`config.mk`:
```
export PLATFORM = sky130hd
export DESIGN_NAME = ctrl_pipe
export DESIGN_NICKNAME = d
export VERILOG_FILES = /design/src/rtl/ctrl_pipe.sv
export SDC_FILE = /design/constraint.sdc
export NUM_CORES = 1
export LEC_CHECK = 0
export CELL_PAD_IN_SITES_DETAIL_PLACEMENT = 1
export CELL_PAD_IN_SITES_GLOBAL_PLACEMENT = 2
export CORE_ASPECT_RATIO = 1.25
export CORE_MARGIN = 1
export CORE_UTILIZATION = 33
export DETAILED_ROUTE_END_ITERATION = 12
export GPL_TIMING_DRIVEN = 1
export HOLD_SLACK_MARGIN = 0.1
export PLACE_DENSITY = 0.92
export SYNTH_ARGS = -nofsm -noshare
export SYNTH_HDL_FRONTEND = slang
export SYNTH_SLANG_ARGS = --single-unit
```
`constraint.sdc`:
```
create_clock -name clk_i -period 2.79 [get_ports clk_i]
set_clock_uncertainty 0.15 [all_clocks]
set_input_delay 0.4185 -clock clk_i [delete_from_list [all_inputs] [get_ports clk_i]]
set_output_delay 0.4185 -clock clk_i [all_outputs]
set_load 0.005 [all_outputs]
```
`src/rtl/ctrl_pipe.sv`:
```
// Control pipeline for the 5-stage MIPS core: carries decoder control through ID/EX, EX/MEM
// and MEM/WB, and derives the load-use stall, IF/ID flush and EX-stage forwarding selects.
module ctrl_pipe (
    input  logic       clk_i,
    input  logic       rst_i,
    input  logic [7:0] ctrl_i,
    input  logic       branch_taken_i,
    input  logic       jump_i,
    input  logic [4:0] id_rs_i,
    input  logic [4:0] id_rt_i,
    input  logic [4:0] id_rd_i,
    output logic       stall_o,
    output logic       ifid_flush_o,
    output logic       ex_alusrc_o,
    output logic [1:0] ex_aluop_o,
    output logic [1:0] ex_fwd_a_o,
    output logic [1:0] ex_fwd_b_o,
    output logic       mem_memread_o,
    output logic       mem_memwrite_o,
    output logic       mem_regwrite_o,
    output logic [4:0] mem_wr_o,
    output logic       wb_regwrite_o,
    output logic       wb_memtoreg_o,
    output logic [4:0] wb_wr_o
);

    // ID/EX state
    logic [7:0] ex_ctrl;
    logic [4:0] ex_rs;
    logic [4:0] ex_rt;
    logic [4:0] ex_rd;

    // EX/MEM state
    logic       mem_regwrite;
    logic       mem_memtoreg;
    logic       mem_memread;
    logic       mem_memwrite;
    logic [4:0] mem_wr;

    // MEM/WB state
    logic       wb_regwrite;
    logic       wb_memtoreg;
    logic [4:0] wb_wr;

    // EX-stage unpacked bundle
    logic       ex_regwrite;
    logic       ex_memtoreg;
    logic       ex_memread;
    logic       ex_memwrite;
    logic       ex_alusrc;
    logic [1:0] ex_aluop;
    logic       ex_regdst;
    logic [4:0] ex_wr;
    logic       stall;

    assign ex_regwrite = ex_ctrl[7];
    assign ex_memtoreg = ex_ctrl[6];
    assign ex_memread  = ex_ctrl[5];
    assign ex_memwrite = ex_ctrl[4];
    assign ex_alusrc   = ex_ctrl[3];
    assign ex_aluop    = ex_ctrl[2:1];
    assign ex_regdst   = ex_ctrl[0];
    assign ex_wr       = ex_regdst ? ex_rd : ex_rt;

    // EX/MEM wins over MEM/WB so the youngest producer is forwarded; $0 never matches.
    function automatic logic [1:0] fwd_sel(input logic [4:0] src,
                                           input logic       m_rw,
                                           input logic [4:0] m_wr,
                                           input logic       w_rw,
                                           input logic [4:0] w_wr);
        logic [1:0] sel;
        sel = 2'b00;
        if (m_rw && (m_wr != 5'd0) && (m_wr == src)) begin
            sel = 2'b10;
        end else if (w_rw && (w_wr != 5'd0) && (w_wr == src)) begin
            sel = 2'b01;
        end
        return sel;
    endfunction

    always_comb begin
        stall = ex_memread && (ex_rt != 5'd0) && ((ex_rt == id_rs_i) || (ex_rt == id_rt_i));
    end

    assign stall_o      = stall;
    assign ifid_flush_o = (branch_taken_i | jump_i) & ~stall;
    assign ex_alusrc_o  = ex_alusrc;
    assign ex_aluop_o   = ex_aluop;
    assign ex_fwd_a_o   = fwd_sel(ex_rs, mem_regwrite, mem_wr, wb_regwrite, wb_wr);
    assign ex_fwd_b_o   = fwd_sel(ex_rt, mem_regwrite, mem_wr, wb_regwrite, wb_wr);

    assign mem_memread_o  = mem_memread;
    assign mem_memwrite_o = mem_memwrite;
    assign mem_regwrite_o = mem_regwrite;
    assign mem_wr_o       = mem_wr;
    assign wb_regwrite_o  = wb_regwrite;
    assign wb_memtoreg_o  = wb_memtoreg;
    assign wb_wr_o        = wb_wr;

    // A stall injects an all-zero bubble; the stalled instruction re-presents from IF/ID.
    always_ff @(posedge clk_i or negedge rst_i) begin
        if (!rst_i) begin
            ex_ctrl <= 8'd0;
            ex_rs   <= 5'd0;
            ex_rt   <= 5'd0;
            ex_rd   <= 5'd0;
        end else if (stall) begin
            ex_ctrl <= 8'd0;
            ex_rs   <= 5'd0;
            ex_rt   <= 5'd0;
            ex_rd   <= 5'd0;
        end else begin
            ex_ctrl <= ctrl_i;
            ex_rs   <= id_rs_i;
            ex_rt   <= id_rt_i;
            ex_rd   <= id_rd_i;
        end
    end

    always_ff @(posedge clk_i or negedge rst_i) begin
        if (!rst_i) begin
            mem_regwrite <= 1'b0;
            mem_memtoreg <= 1'b0;
            mem_memread  <= 1'b0;
            mem_memwrite <= 1'b0;
            mem_wr       <= 5'd0;
            wb_regwrite  <= 1'b0;
            wb_memtoreg  <= 1'b0;
            wb_wr        <= 5'd0;
        end else begin
            mem_regwrite <= ex_regwrite;
            mem_memtoreg <= ex_memtoreg;
            mem_memread  <= ex_memread;
            mem_memwrite <= ex_memwrite;
            mem_wr       <= ex_wr;
            wb_regwrite  <= mem_regwrite;
            wb_memtoreg  <= mem_memtoreg;
            wb_wr        <= mem_wr;
        end
    end

endmodule

```
# == Word-level counts from Yosys, hierarchy flattened ==
# Cells that the tools add are included.
# op_classes
eq_ne,6
n_mux,9
bitwise_logic,3
n_reduce_logical,12
# ops
operator,n
$eq 5x5->1,6
$mux 5,4
$reduce_bool 5->1,3
$logic_and 1x1->1,8
$mux 8,1
$mux 2,2
$mux 1,2
$and 1x1->1,1
$logic_or 1x1->1,1
$not 1->1,1
$or 1x1->1,1
# word_totals
register_bits,39
output_inout_bits,24
wordCells,42

# == Depth between registers and ports, before layout ==
# Gate-level depths: netlist of run 1.
# depth
depth_word,5
ltp_mapped,6
ltp_nobuf,4

# == Worst setup path before layout of run 1 ==
# No wires, ideal clock.
# synth_timing
path_type,register to output
from,register ex_rt[4]
to,output port ifid_flush_o
t_arrival_ns,1.517
required_time_ns,2.222
setup_slack_ns,0.705
stages_incl_launch_ff,6
n_path_buf,2
cell_sequence,dfrtp_1 > buf_6 > or4_4 > o21a_4 > buf_12 > a21oi_2
# synth_between
elab_chain_len,5
# synth_rtl
element,line,text
"start, declared",30,logic [4:0] ex_rt;
"start signal, assigned",115,ex_rt <= id_rt_i;
$eq 5x5->1 or $reduce_bool 5->1 (tied branches),82,stall = ex_memread && (ex_rt != 5'd0) && ((ex_rt == id_rs_i) || (ex_rt == id_rt_i));
$logic_or 1x1->1 or $logic_and 1x1->1 (tied branches),82,
$logic_and 1x1->1 (*),82,
$not 1->1 (*),86,assign ifid_flush_o = (branch_taken_i | jump_i) & ~stall;
$and 1x1->1 (*),86,
"end, declared",13,"output logic ifid_flush_o,"
# Every way passes the cells marked *; elsewhere a longest branch is shown, timed or not.

# == Final worst setup path of run 1 ==
# layout_timing
from,input port id_rt_i[3]
to,output port stall_o
# layout_between
elab_chain_len,3
# layout_rtl
element,line,text
"start, declared",10,"input logic [4:0] id_rt_i,"
$eq 5x5->1,82,
$logic_or 1x1->1,82,
$logic_and 1x1->1,82,
"end, declared",12,"output logic stall_o,"
# No other way between the ends.

==> reports/summary.txt, run 1 <==
GRT
---------------------------------------------------------------------------------------
Vias in the first global route ...........................................         1315
Pin count of the biggest net entering global routing .....................           40
Total GRT Usage ..........................................................       0.1559
Wire length of the first global-routing pass .............................      6499 um
Total grt overflow .......................................................            0
Initial antenna violation count ..........................................            0

LOGIC SYNTHESIS
---------------------------------------------------------------------------------------
Gate count of the mapped netlist .........................................          130
Area contributors post-synth ............................................. sky130_fd_sc_hd__dfrtp_1 54%, sky130_fd_sc_hd__a21boi_2 12%, sky130_fd_sc_hd__xnor2_1 7.8%
Synthesis Warnings .......................................................            0
Post-synthesis register bit count ........................................           39
Nets in the synthesized netlist ..........................................          157
Cell area after synthesis ................................................    1793 um^2
Proportion of synthesized chip area in sequential cells ..................       0.5443
Post-synth top area cell ................................................. sky130_fd_sc_hd__dfrtp_1
Cell variety after synth .................................................           22
Mean Syn Cell Area .......................................................   13.79 um^2
Area share of the leading cell type in the synthesized netlist ...........       0.5443

CLOCKING
---------------------------------------------------------------------------------------
Number of hold buffers added after CTS ...................................            0
CTS root buffer .......................................................... sky130_fd_sc_hd__clkbuf_8
# clock sinks ............................................................           39
Max Buffers Root-to-Sink .................................................            2
Clock Pin Slew Worst Setup and Hold Paths ................................      0.08 ns
CTS tree .................................................................         done
Maximum level of the CTS H-tree ..........................................            2
Clock insertion delay at the later pin of the skew report ................      0.29 ns
Number of clock buffers inserted by TritonCTS ............................            5

RUN STATUS
---------------------------------------------------------------------------------------
Status ................................................................... finished, final reports clean

FINAL LAYOUT
---------------------------------------------------------------------------------------
Commonest cells after routing, fill and taps aside ....................... 47 x sky130_fd_sc_hd__clkdlybuf4s50_1, 38 x sky130_fd_sc_hd__dfrtp_1, 19 x sky130_fd_sc_hd__a21boi_2, 17 x sky130_fd_sc_hd__buf_4, 16 x sky130_fd_sc_hd__xnor2_1
Fill cell total of the finished layout ...................................          545
Fraction of final layout cells sized beyond drive strength 1 .............       0.2938
Final Core Density .......................................................       0.4874
Area taken by flip-flops and latches .....................................   977.2 um^2
Most common cell after layout, fill and taps aside ....................... sky130_fd_sc_hd__clkdlybuf4s50_1
Count of nets after finishing ............................................          220
Syn-to-layout area delta .................................................       40.06%
Number of antenna cells inserted .........................................            0
Combined area of the multi-input logic cells .............................   718.2 um^2
Non-filler cells in the finished layout ..................................          256

CRITICAL PATH
---------------------------------------------------------------------------------------
Most repeated library cell on the critical path .......................... sky130_fd_sc_hd__clkdlybuf4s50_1
Setup crit end kind ...................................................... primary output
Crit-path max FO .........................................................            3
Highest cell delay on the worst timing path ..............................      0.52 ns
Max stage delay cell, worst path ......................................... sky130_fd_sc_hd__clkdlybuf4s50_1
Cells along the critical path ............................................ clkdlybuf4s50_1, xnor2_1, nand3_1, o22ai_2, and2_2, clkdlybuf4s50_1
Critical path data arrival time ..........................................      2.16 ns
Critical path class ......................................................       in2out
Required time at the endpoint of the critical path .......................      2.22 ns
Startpoint Class .........................................................   input port

FLOORPLAN
---------------------------------------------------------------------------------------
Number of primary I/O pins ...............................................           51
Initial core utilization .................................................       0.3480
Die width ................................................................     67.93 um
Placeable core area ......................................................    5152 um^2
Die area .................................................................    5734 um^2
Overall die height .......................................................     84.41 um
Number of placement rows .................................................           29

PLACEMENT
---------------------------------------------------------------------------------------
Cell Count Post-Placement ................................................          242
Final Wtd Congestion .....................................................       0.7426
Estimated wirelength of the detail-placed design .........................      3103 um
Number of port buffers ...................................................           50

STA
---------------------------------------------------------------------------------------
Max-slew violation count .................................................            0
Headroom to the max-slew limit ...........................................       0.4352
Final setup violation count ..............................................            0
Number of hold violations in the final report ............................            0
Fmax .....................................................................   0.3662 GHz
Tcrit/Tclk final .........................................................       0.9787
Transition time of the tightest slew-check pin ...........................    0.8472 ns
Final critical delay including setup and external delays .................     2.731 ns

POWER
---------------------------------------------------------------------------------------
Fraction of power consumed by the clock network ..........................        0.344
Cell-internal power ......................................................     1.062 mW
Fraction of power spent switching nets ...................................       0.2449
Switching power ..........................................................    0.3444 mW
Combinational fraction of design power ...................................        0.198
Reg power frac ...........................................................        0.458
Total power per unit cell area ........................................... 560.1 nW/um^2
Leak pwr .................................................................     1.031 nW
Worst supply voltage drop on vdd .........................................    0.3105 mV

HOLD PATH
---------------------------------------------------------------------------------------
Hold Crit Class ..........................................................     in2async

ROUTING
---------------------------------------------------------------------------------------
Average via count per standard cell ......................................        4.742
Average detailed-routed wire length per instance .........................     16.15 um
Total number of vias .....................................................         1214
Number of detailed-route iterations in the first pass ....................            2
Number of violations reported at the end of detailed-routing iteration 0 .           18
DRC Markers ..............................................................            0
Overall routed net length ................................................      4135 um
Final antenna-violating net count ........................................            0

FLOW RUN
---------------------------------------------------------------------------------------
Maximum capacitance violations ...........................................            0

[kinds of logic after synthesis]
family	share of synthesized area
AND/OR/NAND/NOR	0.05862
AO/OA/AOI/OAI	0.1584
buffers and inverters	0.06071
multiplexers	0.03140
flip-flops	0.5443
XOR/XNOR	0.1465
[cell type report]
| class | count | share of cell area |
|---|---|---|
| sequential | 39 | 0.3891 |
| multi-input combinational | 80 | 0.2860 |
| timing repair buffer | 67 | 0.2471 |
| clock buffer | 6 | 0.03288 |
| tap | 62 | 0.03089 |
| clock inverter | 2 | 0.01395 |
[stage by stage]
stage                     cell area [um^2]  hold slack (ns)  total power [mW]   TNS [ns]  setup WS [ns]
after floorplan                       1793         -0.02709            0.7881          0         0.7050
after global placement                2346           0.1826            0.9134          0         0.1409
after detailed placement              2346           0.1871            0.9260          0         0.1608
after CTS                             2489           0.1038             1.421          0        0.01416
after global routing                  2511           0.1398             1.473  -0.001058      -0.001058
final                                 2511          0.07776             1.407          0        0.05939
[timing repair]
action,CTS,global route
pin swaps,1,0
setup buffers,3,3
resized for setup,4,0
endpoints found under the hold margin,0,0
setup endpoints to repair,4,2
cloned,0,0
[metal layers]
layer | GRT usage | vias up | share of wire
li1 | - | 571 | -
met1 | 0.1840 | 600 | 0.39
met2 | 0.2718 | 40 | 0.55
met3 | 0.04076 | 3 | 0.051
met4 | 0.03977 | 0 | 0.0070
met5 | 0 | - | 0
[registers in the layout (all words and copies together), names as in the netlist]
name and count:
ex_ctrl 8, ex_rd 5, ex_rs 5, ex_rt 5
mem_memread_o 1, mem_memtoreg 1, mem_memwrite_o 1, mem_regwrite_o 1
mem_wr_o 5, wb_memtoreg_o 1, wb_regwrite_o 1, wb_wr_o 5
[worst paths after layout]
| kind | slack [ns] | cells past startpoint | startpoint | end |
|---|---|---|---|---|
| worst max register to register | 0.88 | 7 | ex_rt[4]$_DFF_PN0_ | ex_rt[3]$_DFF_PN0_ |
| worst max-delay path | 0.06 | 6 | id_rt_i[3] | stall_o |
| worst min-delay path | 0.08 | 1 | rst_i | ex_ctrl[3]$_DFF_PN0_ |
| worst min register to register | 0.20 | 0 | ex_ctrl[4]$_DFF_PN0_ | mem_memwrite_o$_DFF_PN0_ |
| min in group clk_i | 0.20 | 0 | ex_ctrl[4]$_DFF_PN0_ | mem_memwrite_o$_DFF_PN0_ |
| max in group asynchronous | 1.83 | 1 | rst_i | ex_rt[0]$_DFF_PN0_ |
[synth_stat cells]
| cell type | count |
|---|---|
| sky130_fd_sc_hd__o21ai_0 | 1 |
| sky130_fd_sc_hd__buf_6 | 3 |
| sky130_fd_sc_hd__dfrtp_1 | 39 |
| sky130_fd_sc_hd__or4_1 | 4 |
| sky130_fd_sc_hd__a21boi_0 | 4 |
| sky130_fd_sc_hd__o21a_4 | 1 |
| sky130_fd_sc_hd__mux2_2 | 5 |
| sky130_fd_sc_hd__nor2_1 | 1 |
| sky130_fd_sc_hd__o22ai_1 | 1 |
| sky130_fd_sc_hd__xor2_1 | 14 |
| sky130_fd_sc_hd__a21oi_2 | 1 |
| sky130_fd_sc_hd__nand2_1 | 2 |
| sky130_fd_sc_hd__buf_12 | 2 |
| sky130_fd_sc_hd__o21ai_1 | 1 |
| sky130_fd_sc_hd__xnor2_1 | 16 |
| sky130_fd_sc_hd__a21boi_2 | 19 |
| sky130_fd_sc_hd__and2_2 | 1 |
| sky130_fd_sc_hd__nand3_1 | 4 |
| sky130_fd_sc_hd__or4_4 | 1 |
| sky130_fd_sc_hd__nor4_1 | 4 |
| sky130_fd_sc_hd__buf_4 | 2 |
| sky130_fd_sc_hd__buf_2 | 4 |
[critical path, delay by kind of cell]
| kind | cells | cell delay (ns) |
|---|---|---|
| AOI/OAI and AO/OA | 1 | 0.25 |
| xor gates and xnor gates | 1 | 0.16 |
| buffers and inverters | 2 | 1.02 |
| and+or+nand+nor | 2 | 0.32 |
[power by group through the flow]
stage	Sequential [mW]	Combinational (mW)	Clock (mW)
finish	0.644	0.279	0.484
global route	0.649	0.302	0.521
detailed placement	0.658	0.268	0
floorplan	0.651	0.137	0
global placement	0.654	0.259	0
CTS	0.647	0.276	0.498
Note: power is estimated with default switching activity, not from simulation.
==> inputs of run 2 (changes only) <==
==> constraint.sdc (replaced) <==
create_clock -name clk_i -period 3.3 [get_ports clk_i]
set_clock_uncertainty 0.15 [all_clocks]
set_input_delay 0.495 -clock clk_i [delete_from_list [all_inputs] [get_ports clk_i]]
set_output_delay 0.495 -clock clk_i [all_outputs]
set_load 0.005 [all_outputs]
==> run 2 against run 1 <==
  * First-iteration DRC count grew 33%
  * Setup slack gained 0.17 ns
  * Die area is the same
  * Combinational power shrank 29%
  * Critical path depth shrank 2
  * Routed wire length shrank 3.8%
  * Largest power group unchanged
==> reports/summary.txt, run 2 (synthesis gave the netlist of run 1 again) <==
POWER
---------------------------------------------------------------------------------------
Worst supply voltage drop on vdd .........................................    0.2859 mV
Combinational fraction of design power ...................................        0.178
Reg power frac ...........................................................        0.503
Total power per unit cell area ........................................... 464.9 nW/um^2
Fraction of power consumed by the clock network ..........................        0.319
Leak pwr .................................................................    0.9375 nW
Cell-internal power ......................................................    0.8243 mW
Switching power ..........................................................    0.2831 mW
Fraction of power spent switching nets ...................................       0.2557

STA
---------------------------------------------------------------------------------------
Setup TNS after final layout .............................................         0 ns
Final Hold Slack .........................................................    0.1652 ns
RSZ-0062 raised after global routing .....................................           no
Final critical delay including setup and external delays .................     3.069 ns
Headroom to the max-slew limit ...........................................       0.4153
Fmax .....................................................................   0.3258 GHz
Tcrit/Tclk final .........................................................       0.9301
Max-slew violation count .................................................            0
Final setup violation count ..............................................            0
Number of hold violations in the final report ............................            0
Transition time of the tightest slew-check pin ...........................    0.8770 ns

CLOCKING
---------------------------------------------------------------------------------------
CTS root buffer .......................................................... sky130_fd_sc_hd__clkbuf_8
Maximum level of the CTS H-tree ..........................................            2
Max Buffers Root-to-Sink .................................................            2
Cts repair resizes .......................................................            0
Number of hold buffers added after CTS ...................................            0
# clock sinks ............................................................           39
Clock Pin Slew Worst Setup and Hold Paths ................................      0.08 ns
Number of buffers inserted by post-CTS setup repair ......................            0
CTS tree .................................................................         done
Number of clock buffers inserted by TritonCTS ............................            5
Clock insertion delay at the later pin of the skew report ................      0.29 ns

GRT
---------------------------------------------------------------------------------------
Pin count of the biggest net entering global routing .....................           40
Initial antenna violation count ..........................................            0
Total grt overflow .......................................................            0
Wire length of the first global-routing pass .............................      6513 um
Total GRT Usage ..........................................................       0.1568
Vias in the first global route ...........................................         1312

ROUTING
---------------------------------------------------------------------------------------
Met1 wire length .........................................................      1492 um
Number of detailed-route iterations in the first pass ....................            4
Average detailed-routed wire length per instance .........................     16.50 um
Average via count per standard cell ......................................        4.763
Highest Signal Layer .....................................................         met4
Total number of vias .....................................................         1148
Met2 Routed Length .......................................................      2166 um
Number of violations reported at the end of detailed-routing iteration 0 .           24
DRC Markers ..............................................................            0
Final antenna-violating net count ........................................            0
Overall routed net length ................................................      3976 um
Routed wire length on met3 ...............................................       273 um

CRITICAL PATH
---------------------------------------------------------------------------------------
Crit-path leading delay family ........................................... simple AND/OR/NAND/NOR gates
Required time at the endpoint of the critical path .......................      2.65 ns
Buffers & Inverters on Critical Path .....................................            1
Startpoint Class .........................................................     register
Crit-path max FO .........................................................           25
Highest cell delay on the worst timing path ..............................      0.58 ns
Setup crit end kind ...................................................... primary output
Max stage delay cell, worst path ......................................... sky130_fd_sc_hd__or4_4
Slack of the worst reg-to-reg path .......................................      1.38 ns
Critical path class ......................................................      reg2out
Critical path data arrival time ..........................................      2.42 ns
Cells along the critical path ............................................ or4_4, o21a_4, and2_2, clkdlybuf4s50_1

FINAL LAYOUT
---------------------------------------------------------------------------------------
Commonest cells after routing, fill and taps aside ....................... 49 x sky130_fd_sc_hd__clkdlybuf4s50_1, 39 x sky130_fd_sc_hd__dfrtp_1, 19 x sky130_fd_sc_hd__a21boi_2, 16 x sky130_fd_sc_hd__xnor2_1, 14 x sky130_fd_sc_hd__xor2_1
Register bank with the most flops ........................................      ex_ctrl
Most common cell after layout, fill and taps aside ....................... sky130_fd_sc_hd__clkdlybuf4s50_1
Fraction of final layout cells sized beyond drive strength 1 .............       0.2235
Post-route cell area .....................................................    2382 um^2
Number of antenna cells inserted .........................................            0
Flip-flop count of the largest register after layout .....................            8
Count of nets after finishing ............................................          205
Syn-to-layout area delta .................................................       32.87%
Fill cell total of the finished layout ...................................          545

FLOORPLAN
---------------------------------------------------------------------------------------
Die area .................................................................    5734 um^2
Number of primary I/O pins ...............................................           51
Number of placement rows .................................................           29
Initial core utilization .................................................       0.3480
Placeable core area ......................................................    5152 um^2
Die width ................................................................     67.93 um
Overall die height .......................................................     84.41 um

FLOW RUN
---------------------------------------------------------------------------------------
Maximum capacitance violations ...........................................            0

PLACEMENT
---------------------------------------------------------------------------------------
Estimated wirelength of the detail-placed design .........................      3043 um
Standard cell area after detailed placement ..............................    2278 um^2
Number of port buffers ...................................................           50
Final Wtd Congestion .....................................................       0.7260

HOLD PATH
---------------------------------------------------------------------------------------
Hold Crit Class ..........................................................     in2async

RUN STATUS
---------------------------------------------------------------------------------------
Status ................................................................... finished, final reports clean

==> run 2: changes by cell type in the layout (fill, tap and decap cells not counted), sizes merged <==
cell           delta
clkinvlp          +1
clkdlybuf4s50     +2
buf              -15
clkinv            -1
clkbuf            +1
bufinv            -1
dlygate4sd2       -2
==> run 2: final timing paths <==
kind                                       from                       end  cells past startpoint
max                          ex_rt[4]$_DFF_PN0_                   stall_o                      4
min reg2reg                ex_ctrl[4]$_DFF_PN0_  mem_memwrite_o$_DFF_PN0_                      0
min                                       rst_i      ex_ctrl[3]$_DFF_PN0_                      1
max reg2reg                  ex_rt[4]$_DFF_PN0_        ex_rs[4]$_DFF_PN0_                      3
max in group asynchronous                 rst_i        ex_rd[0]$_DFF_PN0_                      1
min in group clk_i         ex_ctrl[4]$_DFF_PN0_  mem_memwrite_o$_DFF_PN0_                      0
==> run 2: final cells by class <==
class                   count  area [um^2]  share of cell area
multi-input cells          80        714.4              0.2999
repair buffers             52        510.5              0.2143
clock buffers               7        96.34             0.04044
clock inverters             1        7.507            0.003151
flip-flops and latches     39        975.9              0.4097
well taps                  62        77.57             0.03256
==> run 2: power by group through the flow <==
| stage | logic [mW] | registers [mW] | clock network (mW) |
|---|---|---|---|
| after CTS | 0.201 | 0.559 | 0.368 |
| after floorplan | 0.116 | 0.550 | 0 |
| after global routing | 0.215 | 0.563 | 0.391 |
| final | 0.197 | 0.557 | 0.353 |
| after global placement | 0.193 | 0.564 | 0 |
| after detailed placement | 0.200 | 0.568 | 0 |
==> run 2: metrics by stage <==
step / cells / setup WS [ns] / util / power (mW)
final: 241 / 0.2305 / 0.4624 / 1.107
after global routing: 241 / 0.1356 / 0.4624 / 1.169
after CTS: 241 / 0.2010 / 0.4624 / 1.127
after detailed placement: 233 / 0.4346 / 0.4422 / 0.7674
after global placement: 233 / 0.5017 / 0.4422 / 0.7571
after floorplan: 130 / 1.138 / - / 0.6663
==> run 2: layer usage <==
metal  track usage  up-vias
li1              -      535
met1        0.1782      567
met2        0.2692       42
met3       0.05027        4
met4       0.05114        0
met5             0        -
==> inputs of run 3 (changes only) <==
--- a/config.mk
+++ b/config.mk
@@ -8,7 +8,7 @@
 export CELL_PAD_IN_SITES_DETAIL_PLACEMENT = 1
 export CELL_PAD_IN_SITES_GLOBAL_PLACEMENT = 2
 export CORE_ASPECT_RATIO = 1.25
-export CORE_MARGIN = 1
+export CORE_MARGIN = 2
 export CORE_UTILIZATION = 33
 export DETAILED_ROUTE_END_ITERATION = 12
 export GPL_TIMING_DRIVEN = 1
==> run 3 against run 2 <==
  * Die area is 5.4% higher
  * Cell count is 0.41% higher
  * Core utilization is 1.5 points lower
  * Critical path depth stayed put
  * Routed wire length is 0.50% lower
  * Critical endpoint is now ifid_flush_o
  * Largest power group unchanged
  * Highest routed layer unchanged
==> reports/summary.txt, run 3 (synthesis gave the netlist of run 1 again) <==
FINAL LAYOUT
---------------------------------------------------------------------------------------
Syn-to-layout area delta .................................................       32.94%
Commonest cells after routing, fill and taps aside ....................... 49 x sky130_fd_sc_hd__clkdlybuf4s50_1, 39 x sky130_fd_sc_hd__dfrtp_1, 19 x sky130_fd_sc_hd__a21boi_2, 16 x sky130_fd_sc_hd__xnor2_1, 14 x sky130_fd_sc_hd__xor2_1
Fill cell total of the finished layout ...................................          558
Fraction of final layout cells sized beyond drive strength 1 .............       0.2135
Count of nets after finishing ............................................          205
Most common cell after layout, fill and taps aside ....................... sky130_fd_sc_hd__clkdlybuf4s50_1
Number of antenna cells inserted .........................................            0
Flip-flop count of the largest register after layout .....................            8
Register bank with the most flops ........................................      ex_ctrl

CRITICAL PATH
---------------------------------------------------------------------------------------
Buffers & Inverters on Critical Path .....................................            1
Crit-path leading delay family ........................................... simple AND/OR/NAND/NOR gates
Cells along the critical path ............................................ or4_4, o21a_4, a21oi_2, clkdlybuf4s50_1
Setup crit end kind ...................................................... primary output
Required time at the endpoint of the critical path .......................      2.65 ns
Max stage delay cell, worst path ......................................... sky130_fd_sc_hd__or4_4
Highest cell delay on the worst timing path ..............................      0.57 ns
Critical path data arrival time ..........................................      2.44 ns
Startpoint Class .........................................................     register
Crit-path max FO .........................................................           25
Critical path class ......................................................      reg2out

CLOCKING
---------------------------------------------------------------------------------------
Number of hold buffers added after CTS ...................................            0
# clock sinks ............................................................           39
Number of clock buffers inserted by TritonCTS ............................            5
CTS root buffer .......................................................... sky130_fd_sc_hd__clkbuf_8
Maximum level of the CTS H-tree ..........................................            2
CTS tree .................................................................         done
Clock Pin Slew Worst Setup and Hold Paths ................................      0.08 ns
Max Buffers Root-to-Sink .................................................            2
Cts repair resizes .......................................................            0
Number of buffers inserted by post-CTS setup repair ......................            0
Clock insertion delay at the later pin of the skew report ................      0.29 ns

STA
---------------------------------------------------------------------------------------
Setup TNS after final layout .............................................         0 ns
Number of hold violations in the final report ............................            0
Fmax .....................................................................   0.3244 GHz
Headroom to the max-slew limit ...........................................       0.4440
Tcrit/Tclk final .........................................................       0.9340
Final setup violation count ..............................................            0
Max-slew violation count .................................................            0
Transition time of the tightest slew-check pin ...........................    0.8339 ns
RSZ-0062 raised after global routing .....................................           no
Final critical delay including setup and external delays .................     3.082 ns

ROUTING
---------------------------------------------------------------------------------------
Number of violations reported at the end of detailed-routing iteration 0 .           34
Total number of vias .....................................................         1144
Average via count per standard cell ......................................        4.727
DRC Markers ..............................................................            0
Number of detailed-route iterations in the first pass ....................            4
Final antenna-violating net count ........................................            0
Average detailed-routed wire length per instance .........................     16.35 um
Overall routed net length ................................................      3956 um

RUN STATUS
---------------------------------------------------------------------------------------
Status ................................................................... finished, final reports clean

GRT
---------------------------------------------------------------------------------------
Initial antenna violation count ..........................................            0
Total grt overflow .......................................................            0
Wire length of the first global-routing pass .............................      6513 um
Pin count of the biggest net entering global routing .....................           40
Total GRT Usage ..........................................................       0.1418
Vias in the first global route ...........................................         1280

HOLD PATH
---------------------------------------------------------------------------------------
Hold Crit Class ..........................................................     in2async

POWER
---------------------------------------------------------------------------------------
Overall power consumption ................................................     1.131 mW
Worst supply voltage drop on vdd .........................................    0.4083 mV
Total power per unit cell area ........................................... 474.6 nW/um^2
Leak pwr .................................................................    0.9383 nW

FLOW RUN
---------------------------------------------------------------------------------------
Maximum capacitance violations ...........................................            0

FLOORPLAN
---------------------------------------------------------------------------------------
Placeable core area ......................................................    5330 um^2
Die width ................................................................     69.93 um
Number of primary I/O pins ...............................................           51
Overall die height .......................................................     86.41 um
Initial core utilization .................................................       0.3364
Number of placement rows .................................................           30
Die area .................................................................    6043 um^2

PLACEMENT
---------------------------------------------------------------------------------------
Final Wtd Congestion .....................................................       0.8235
Number of port buffers ...................................................           50
Estimated wirelength of the detail-placed design .........................      3059 um

-- run 3: cell count changes in the layout (fill, tap and decap cells not counted), sizes merged --
cell / before / now
clkinvlp: 1 / 0
bufinv: 0 / 1
clkbuf: 7 / 6
-- run 3: final timing paths --
check / endpoint / depth (start not counted) / slack [ns] / start
max in group asynchronous: ex_rs[0]$_DFF_PN0_ / 1 / 2.32 / rst_i
setup reg to reg: ex_rs[4]$_DFF_PN0_ / 3 / 1.42 / ex_rt[4]$_DFF_PN0_
hold / removal: mem_memread_o$_DFF_PN0_ / 1 / 0.15 / rst_i
min in group clk_i: mem_memtoreg$_DFF_PN0_ / 0 / 0.20 / ex_ctrl[6]$_DFF_PN0_
setup / recovery: ifid_flush_o / 4 / 0.22 / ex_rt[4]$_DFF_PN0_
hold reg to reg: mem_memtoreg$_DFF_PN0_ / 0 / 0.20 / ex_ctrl[6]$_DFF_PN0_
-- run 3: cell type report --
class | instances | area [um^2] | area share
multi-input cells | 80 | 714.4 | 0.2997
flip-flops and latches | 39 | 975.9 | 0.4094
clock buffers | 6 | 72.57 | 0.03045
repair buffers | 52 | 510.5 | 0.2142
clock inverters | 1 | 30.03 | 0.01260
well taps | 64 | 80.08 | 0.03360
-- run 3: power breakdown --
part	internal [mW]	switching [mW]	leakage (nW)
registers	0.514	0.0428	0.457
logic	0.120	0.0769	0.430
clock network	0.221	0.155	0.0513
total	0.856	0.275	0.938
-- run 3: layer usage --
layer	vias up	global-route usage	routed length [um]
li1	532	-	-
met1	559	0.1577	1466
met2	44	0.2537	2171
met3	9	0.04535	240
met4	0	0.05245	78
met5	-	0	0
-- run 3: metrics by stage --
stage / worst slack, ns / hold slack [ns] / area (um^2) / std cells / utilization
after CTS: 0.1791 / 0.1733 / 2384 / 242 / 0.4472
after global routing: 0.1007 / 0.2093 / 2384 / 242 / 0.4472
after global placement: 0.4719 / 0.1824 / 2281 / 235 / 0.4279
after detailed placement: 0.4638 / 0.1895 / 2281 / 235 / 0.4279
after floorplan: 1.138 / 0.04941 / 1793 / 130 / -
final: 0.2176 / 0.1518 / 2384 / 242 / 0.4472
